===== src/rtl/dmem_ctrl_pkg.sv =====
// Shared types, funct3 size codes and legality check for the data-memory controller.
// Latency: none (declarations and a combinational helper only).
// Backpressure: not applicable.
package dmem_ctrl_pkg;

   typedef enum logic [2:0] {
      IDLE  = 3'd0,
      READ  = 3'd1,
      WAIT  = 3'd2,
      WRITE = 3'd3,
      RESP  = 3'd4
   } state_e;

   // RV32 funct3 encodings for load/store width
   localparam logic [2:0] SZ_B  = 3'b000;
   localparam logic [2:0] SZ_H  = 3'b001;
   localparam logic [2:0] SZ_W  = 3'b010;
   localparam logic [2:0] SZ_BU = 3'b100;
   localparam logic [2:0] SZ_HU = 3'b101;

   // Size/alignment legality. Only the low address bits matter here; the range
   // check depends on the memory size parameter and is done in the controller.
   function automatic logic is_legal(input logic [2:0] size,
                                     input logic       we,
                                     input logic [1:0] addr);
      logic ok;
      case (size)
         SZ_B:    ok = 1'b1;
         SZ_H:    ok = ~addr[0];
         SZ_W:    ok = (addr == 2'b00);
         SZ_BU:   ok = ~we;
         SZ_HU:   ok = ~we & ~addr[0];
         default: ok = 1'b0;
      endcase
      return ok;
   endfunction

endpackage


===== src/rtl/dmem_lane_align.sv =====
// Byte/half lane extraction with sign/zero extension, and sub-word store merge.
// Latency: purely combinational.
// Backpressure: none; outputs follow inputs.
// Ports: word (memory word), addr (byte offset), size (funct3), wdata (right-justified
//        store data) -> ext_rdata (extended load value), merged_wdata (word to write back).
module dmem_lane_align
   import dmem_ctrl_pkg::*;
(
   input  logic [31:0] word,
   input  logic [1:0]  addr,
   input  logic [2:0]  size,
   input  logic [31:0] wdata,
   output logic [31:0] ext_rdata,
   output logic [31:0] merged_wdata
);

   logic [7:0]  byte_v;
   logic [15:0] half_v;

   always_comb begin
      byte_v = word[{addr, 3'b000} +: 8];
      half_v = addr[1] ? word[31:16] : word[15:0];

      ext_rdata = 32'h0;
      case (size)
         SZ_B:    ext_rdata = {{24{byte_v[7]}}, byte_v};
         SZ_BU:   ext_rdata = {24'h0, byte_v};
         SZ_H:    ext_rdata = {{16{half_v[15]}}, half_v};
         SZ_HU:   ext_rdata = {16'h0, half_v};
         SZ_W:    ext_rdata = word;
         default: ext_rdata = 32'h0;
      endcase

      // Only the addressed lane is replaced; the rest keeps the value just read.
      merged_wdata = word;
      case (size)
         SZ_B:    merged_wdata[{addr, 3'b000} +: 8]    = wdata[7:0];
         SZ_H:    merged_wdata[{addr[1], 4'b0000} +: 16] = wdata[15:0];
         SZ_W:    merged_wdata = wdata;
         default: merged_wdata = word;
      endcase
   end

endmodule


===== src/rtl/dmem_ctrl.sv =====
// Round-robin arbiter and load/store sequencer in front of a word-wide data memory.
// Latency: accept->rsp 1 cycle (error), 2 (sw), 3 (load), 4 (sb/sh read-modify-write).
// Backpressure: one transaction at a time; requesters hold req_valid until req_ready.
// Ports: clk, rst_n; per-requester req_valid/we/size/addr/wdata packed NREQ-wide and
//        req_ready/rsp_valid one-hot; shared rsp_rdata/rsp_err; memory read/write/addr/
//        wdata outputs with mem_rdata returned the cycle after mem_read.
module dmem_ctrl
   import dmem_ctrl_pkg::*;
#(
   parameter int NREQ      = 2,
   parameter int MEM_BYTES = 2048
) (
   input  logic                 clk,
   input  logic                 rst_n,
   input  logic [NREQ-1:0]      req_valid,
   input  logic [NREQ-1:0]      req_we,
   input  logic [NREQ*3-1:0]    req_size,
   input  logic [NREQ*32-1:0]   req_addr,
   input  logic [NREQ*32-1:0]   req_wdata,
   output logic [NREQ-1:0]      req_ready,
   output logic [NREQ-1:0]      rsp_valid,
   output logic [31:0]          rsp_rdata,
   output logic                 rsp_err,
   output logic                 mem_read,
   output logic                 mem_write,
   output logic [31:0]          mem_addr,
   output logic [31:0]          mem_wdata,
   input  logic [31:0]          mem_rdata
);

   localparam int PW = (NREQ > 2) ? 2 : 1;

   state_e          state_q, state_d;
   logic [PW-1:0]   rr_q;
   logic [PW-1:0]   own_q;
   logic            we_q;
   logic [2:0]      size_q;
   logic [31:0]     addr_q;
   logic [31:0]     dat_q;    // store data at accept, then read/merged word
   logic            err_q;

   logic [2:0]      sz_a   [NREQ];
   logic [31:0]     addr_a [NREQ];
   logic [31:0]     wdat_a [NREQ];

   for (genvar i = 0; i < NREQ; i++) begin : g_unpack
      assign sz_a[i]   = req_size[i*3 +: 3];
      assign addr_a[i] = req_addr[i*32 +: 32];
      assign wdat_a[i] = req_wdata[i*32 +: 32];
   end

   // Round-robin pick: lowest valid index at or above the pointer, else lowest overall.
   logic            gnt_vld;
   logic [PW-1:0]   gnt_idx;

   always_comb begin
      gnt_vld = 1'b0;
      gnt_idx = '0;
      for (int i = NREQ - 1; i >= 0; i--) begin
         if (req_valid[i]) begin
            gnt_vld = 1'b1;
            gnt_idx = PW'(i);
         end
      end
      for (int i = NREQ - 1; i >= 0; i--) begin
         if (req_valid[i] && (i >= int'(rr_q))) begin
            gnt_idx = PW'(i);
         end
      end
   end

   logic            sel_we;
   logic [2:0]      sel_size;
   logic [31:0]     sel_addr;
   logic [31:0]     sel_wdata;
   logic            sel_err;
   logic            accept;

   assign sel_we    = req_we[gnt_idx];
   assign sel_size  = sz_a[gnt_idx];
   assign sel_addr  = addr_a[gnt_idx];
   assign sel_wdata = wdat_a[gnt_idx];
   assign sel_err   = !is_legal(sel_size, sel_we, sel_addr[1:0]) ||
                      (sel_addr >= 32'(MEM_BYTES));
   // rst_n gates the grant so req_ready stays low while reset is held.
   assign accept    = rst_n && (state_q == IDLE) && gnt_vld;

   logic [31:0]     ext_rdata;
   logic [31:0]     merged_wdata;

   dmem_lane_align u_align (
      .word         (mem_rdata),
      .addr         (addr_q[1:0]),
      .size         (size_q),
      .wdata        (dat_q),
      .ext_rdata    (ext_rdata),
      .merged_wdata (merged_wdata)
   );

   always_comb begin
      state_d   = state_q;
      req_ready = '0;
      rsp_valid = '0;
      rsp_rdata = 32'h0;
      rsp_err   = 1'b0;
      mem_read  = 1'b0;
      mem_write = 1'b0;
      mem_addr  = 32'h0;
      mem_wdata = 32'h0;
      case (state_q)
         IDLE: begin
            if (accept) begin
               req_ready[gnt_idx] = 1'b1;
               if (sel_err)
                  state_d = RESP;
               else if (sel_we && (sel_size == SZ_W))
                  state_d = WRITE;
               else
                  state_d = READ;
            end
         end
         READ: begin
            mem_read = 1'b1;
            mem_addr = {addr_q[31:2], 2'b00};
            state_d  = WAIT;
         end
         WAIT: begin
            state_d = we_q ? WRITE : RESP;
         end
         WRITE: begin
            mem_write = 1'b1;
            mem_addr  = {addr_q[31:2], 2'b00};
            mem_wdata = dat_q;
            state_d   = RESP;
         end
         RESP: begin
            rsp_valid[own_q] = 1'b1;
            rsp_err          = err_q;
            rsp_rdata        = (we_q || err_q) ? 32'h0 : dat_q;
            state_d          = IDLE;
         end
         default: state_d = IDLE;
      endcase
   end

   always_ff @(posedge clk or negedge rst_n) begin
      if (!rst_n)
         state_q <= IDLE;
      else
         state_q <= state_d;
   end

   always_ff @(posedge clk or negedge rst_n) begin
      if (!rst_n) begin
         rr_q   <= '0;
         own_q  <= '0;
         we_q   <= 1'b0;
         size_q <= 3'b000;
         addr_q <= 32'h0;
         dat_q  <= 32'h0;
         err_q  <= 1'b0;
      end else begin
         if (accept) begin
            rr_q   <= (gnt_idx == PW'(NREQ - 1)) ? '0 : gnt_idx + 1'b1;
            own_q  <= gnt_idx;
            we_q   <= sel_we;
            size_q <= sel_size;
            addr_q <= sel_addr;
            dat_q  <= sel_wdata;
            err_q  <= sel_err;
         end else if (state_q == WAIT) begin
            dat_q <= we_q ? merged_wdata : ext_rdata;
         end
      end
   end

endmodule


===== config.mk =====
export PLATFORM = sky130hd
export DESIGN_NAME = dmem_ctrl
export DESIGN_NICKNAME = d
export VERILOG_FILES = /design/src/rtl/dmem_ctrl_pkg.sv /design/src/rtl/dmem_lane_align.sv /design/src/rtl/dmem_ctrl.sv
export SDC_FILE = /design/constraint.sdc
export NUM_CORES = 1
export LEC_CHECK = 0
export CORE_MARGIN = 2
export CORE_UTILIZATION = 47
export CTS_BUF_LIST = sky130_fd_sc_hd__clkbuf_8
export DETAILED_ROUTE_END_ITERATION = 10
export PLACE_DENSITY = 0.89
export SLEW_MARGIN = 5
export SYNTH_ARGS = -nofsm -noshare
export SYNTH_HDL_FRONTEND = slang
export SYNTH_SLANG_ARGS = --single-unit

===== constraint.sdc =====
create_clock -name clk -period 3.41 [get_ports clk]
set_input_delay 0.5115 -clock clk [delete_from_list [all_inputs] [get_ports clk]]
set_output_delay 0.5115 -clock clk [all_outputs]
set_load 0.03 [all_outputs]

Word-level counts from Yosys, hierarchy flattened
Cells that the tools add are included.

Shifts and indexed selects: 5. Bitwise gates (word level): 4. Mux-type cells: 43. Add/subtract/negate cells: 3. Reduce and logical (&&, ||, !) cells: 16. $lt $le $gt $ge: 7. Equal/unequal tests: 14.

Operator list (number): $mux W32 (13); $pmux W32 S5 (1); $pmux W32 S3 (1); $bwmux W32 (2); $ge A32 B12 Y1 const B (1); $shift A16 B7 Y32 const A (1); $shift A8 B7 Y32 const A (1); $shiftx A16 B7 Y32 (1); $shiftx A32 B6 Y8 (1); $shiftx A8 B7 Y32 (1); $mux W3 (6); $mux W16 (1); $eq A3 B3 Y1 const B (5); $neg A5 Y7 (2); $eq A3 B2 Y1 const B (4); $pmux W3 S4 (1); $mux W1 (11); $eq A3 B1 Y1 const B (3); $logic_not A3 Y1 (3); $mux W2 (4); $logic_and A1 B1 Y1 (6); $pmux W1 S5 (1); $lt A1 B2 Y1 const B (2); $ne A3 B3 Y1 const B (1); 15 further kinds (19).

Word-level logic and storage cells: 100. Input bits: 172. Register bits after elaboration: 74. Output and inout port bits: 103.

Longest topological paths before layout
Depth after elaboration: 15. Gate-level depth with buffers: 10. Depth with buffers taken out: 8.

Modules after synthesis
From an unflattened synthesis, not the netlist that was laid out.

Cell total of the unflattened synthesis: 815. Area total of the unflattened synthesis: 6755.2 um^2.

Modules (own cells, without submodules): dmem_ctrl (cells each 539, sequential area each 1851.8 um^2, area each 4753.3 um^2, times used 1); dmem_lane_align (cells each 276, sequential area each 0.0 um^2, area each 2001.9 um^2, times used 1).

Worst setup path before layout
Ideal clock, no wire load.

Path type: input port to output port. Start: in req_valid[0]. End: out req_ready[1]. Cell stages on the path: 5. Buffers on the path: 2. Required time: 2.898 ns. Arrival: 1.810 ns. Path slack: 1.088 ns. Cells stage by stage: o21ai_1 or4_1 buf_2 buf_2 nor2_1.

Cells in the longest elaborated chain, start to end: 8. Elaborated cells between the ends (all ways): 11. Classes of those cells: 2 x order compare; 6 x mux; 3 x reduce/logical.

Ends and longest elaborated chain: start, declared (line dmem_ctrl.sv:15) `input logic [NREQ-1:0] req_valid,`; $logic_and A1 B1 Y1 (line dmem_ctrl.sv:66) `if (req_valid[i] && (i >= int'(rr_q))) begin`; $mux W1 (line dmem_ctrl.sv:66); $lt A1 B2 Y1 (not written as such) / $ge A1 B1 Y1 (equally long branches) (line dmem_ctrl.sv:113) `req_ready[gnt_idx] = 1'b1;`; $logic_and A1 B1 Y1 (not written as such) (line dmem_ctrl.sv:113); $mux W1 (not written as such) (line dmem_ctrl.sv:113); $demux W1 S1 (line dmem_ctrl.sv:113); $mux W2 (*) (line dmem_ctrl.sv:112) `if (accept) begin`; $mux W2 (*) (line dmem_ctrl.sv:110) `case (state_q)`; end, declared (line dmem_ctrl.sv:20) `output logic [NREQ-1:0] req_ready,`.

Every way passes the cells marked *; elsewhere a longest branch is shown, timed or not.

Final worst setup path
Start: reg state_q[0]. End: out mem_wdata[1].

Cells in the longest elaborated chain, start to end: 2.

Ends and longest elaborated chain: start, declared (line dmem_ctrl.sv:33) `state_e state_q, state_d;`; start signal, assigned (line dmem_ctrl.sv:150) `state_q <= state_d;`; $eq A3 B2 Y1 (line dmem_ctrl.sv:110); $mux W32 (line dmem_ctrl.sv:110); end, declared (line dmem_ctrl.sv:27) `output logic [31:0] mem_wdata,`.

No other way between the ends.

==> flow_summary.json <==
{
  "grt_max_degree": 75,
  "dpl.hpwl_um": 18400,
  "avgSynthCellArea_um2": 7.63,
  "ir_worst_vdd_v": 0.000236,
  "combPwrFrac_pct": 38.2,
  "via_count": 7417,
  "dieArea_um2": 13900,
  "period_share_pct": 92.0,
  "gp_congestion": 0.988,
  "synth_compound_area_share_pct": 26.5,
  "p_sw_mw": 1.31,
  "synthXorXnorAreaFrac_pct": 0,
  "wire_per_inst_um": 20.2,
  "cts_resized": 0,
  "clock-sinks": 74,
  "row_count": 41,
  "ctsHoldBuffers": 0,
  "intPower_mw": 2.09,
  "via_per_inst": 6.12,
  "synth_top_family_by_area": "simple AND/OR/NAND/NOR gates",
  "cts_tree": "built",
  "slew-limit-headroom_pct": 34.6,
  "yosys_register_bits": 74,
  "die_h_um": 118,
  "clk_pin_slew_ns": 0.10,
  "numCtsBuffers": 9,
  "setup_viol": 0,
  "drt_iter0_drc": 677,
  "port_buffers": 272,
  "cp-end-kind": "primary output",
  "drc": 0,
  "seqPwrFrac_pct": 37.4,
  "rsz0062_at_grt": "false",
  "critPathKind": "flip-flop to primary output",
  "synth_top_area_share_pct": 30.3,
  "antenna_found_initial": 0,
  "mostFrequentLayoutCell": "clkdlybuf4s50_1",
  "num_io_pins": 275,
  "htreeDepth": 3,
  "finalHoldViolCount": 0,
  "cts_buffer_depth": 2,
  "yosys.area_share.simple_pct": 31.3,
  "worst-slew-pin-transition_ns": 0.981,
  "grt_pass1_vias": 7141,
  "final_cell_mix": "clkdlybuf4s50_1, nand2_1, nor2_1",
  "core_um2": 12700,
  "routed_wl_um": 24500,
  "p_per_area_nw_per_um2": 373,
  "place_ws_ns": 0.251,
  "critical_path_arrival_ns": 2.62,
  "groute.usage.overall_pct": 34.6,
  "drv_slew": 0,
  "drive_gt1_share_pct": 9.24,
  "nFillCells": 1005,
  "synth_cell_types": 69,
  "leakage_nw": 3.78,
  "crit_path_max_fanout": 26,
  "clkLatencyLatePin_ns": 0.36,
  "grt_pass1_wl_um": 38400,
  "skew_ns": 0.0145,
  "cts_setup_buffers": 0,
  "final.setup.tns_ns": 0,
  "synth_edf_count": 0,
  "postLayoutSetupSlackWorst_ns": 0.274,
  "drv_cap": 0,
  "fmax_ghz": 0.319,
  "muxShareOfSynthArea_pct": 4.19,
  "nets": 1211,
  "yosys_warnings": 0,
  "regToRegStartpoint": "addr_q[1]",
  "start_util_pct": 48.3,
  "cts_root_buffer": "clkbuf_8",
  "period_needed_ns": 3.14,
  "area_growth_pct": 49.3,
  "diodes": 0,
  "synth_area_leaders": "dfrtp_1, nand2_1, and2_1",
  "seq_area_frac_synth_pct": 30.3,
  "synth_ff_type": "dfrtp_1",
  "status": "finished clean",
  "die_w_um": 118,
  "swShare_pct": 38.6,
  "startpoint_type": "flip-flop",
  "utilization_pct": 72.0,
  "dr.pass1.iters": 8,
  "syn_area_um2": 6110,
  "synth_largest_area_cell": "dfrtp_1",
  "hold_class": "primary input to async pin",
  "grt_overflow": 0,
  "crit_required_ns": 2.90,
  "clkPwrFrac_pct": 24.4,
  "ant_nets": 0,
  "crit_start": "state_q[0]",
  "synth_fa_ha_area_share_pct": 1.02,
  "syn_inst": 801,
  "ys_async_sr_fraction_pct": 100,
  "hold_slack_ns": 0.423
}
-- final cells by class --
type / instances / area [um2] / share of cell area (%)
inverter: 16 / 60.1 / 0.658
clock buffer: 10 / 138 / 1.51
sequential: 74 / 1850 / 20.3
timing repair buffer: 292 / 2870 / 31.5
tap: 172 / 215 / 2.36
clock inverter: 6 / 97.6 / 1.07
multi-input combinational: 641 / 3890 / 42.6
-- registers in the layout, indices dropped and copies added (netlist names) --
register and count:
addr_q 32, dat_q 32, size_q 3, state_q 3
err_q 1, own_q 1, rr_q 1, we_q 1
-- power groups by stage --
| stage | clock (mW) | sequential [mW] | combinational [mW] |
|---|---|---|---|
| after floorplan | 0 | 1.17 | 0.828 |
| after global placement | 0 | 1.28 | 1.26 |
| after detailed placement | 0 | 1.28 | 1.27 |
| after CTS | 0.840 | 1.26 | 1.28 |
| after global routing | 0.868 | 1.29 | 1.40 |
| final | 0.831 | 1.27 | 1.30 |
-- final timing paths --
kind	end	slack [ns]	cells past startpoint
min in group clk	dat_q[30]	0.53	1
min	dat_q[30]	0.42	2
max reg2reg	dat_q[9]	0.49	8
min reg2reg	dat_q[30]	0.53	1
max	mem_wdata[1]	0.27	4
max in group asynchronous	addr_q[1]	2.34	2
-- layer usage --
layer  track usage [%]  up-vias  wire, um
li1                  -     3390         -
met1              42.3     3456      9210
met2              58.1      484     11600
met3              7.80       87      2540
met4              15.4        0      1070
met5                 0        -         0
-- kinds of logic (layout without fill, tap and decap cells) --
group,count (synthesis),in the layout
flip-flops,74,74
other,1,2
buffers and inverters,87,324
adder cells (fa/ha/maj),5,5
multiplexers,21,21
AO/OA/AOI/OAI,225,225
AND/OR/NAND/NOR,388,388
-- per-stage QoR --
stage	cell area, um2	power [mW]	cells
floorplan	6120	1.99	802
global placement	8890	2.54	1195
detailed placement	8890	2.56	1195
CTS	9130	3.38	1211
global route	9130	3.56	1211
finish	9130	3.40	1211
-- synthesized netlist by cell type (4+ instances only) --
cell and n:
a221oi_1 7, a222oi_1 9, a211oi_1 5, mux2i_1 14, and3_1 37, a221o_1 14, buf_1 5, a21oi_1 34
clkbuf_1 33, nor4_1 11, o32a_1 8, nand2_1 131, nor2b_1 14, buf_2 26, dfrtp_1 74, nor2_1 90
nand3_1 11, inv_1 16, buf_6 4, o22ai_1 6, a22oi_1 5, o21ai_0 25, ha_1 5, and2_1 64
nand2b_1 5, a31oi_1 55, a21boi_0 4, o22a_1 13, a22o_1 5, a311oi_1 8
-- worst max-delay path, stage by stage (launching register included) --
cell and delay (ns):
dfrtp_1 0.53, nor2b_4 0.49, buf_4 0.34, and3_1 0.22, clkdlybuf4s50_1 0.67
Power figures use the tool's default switching activity.
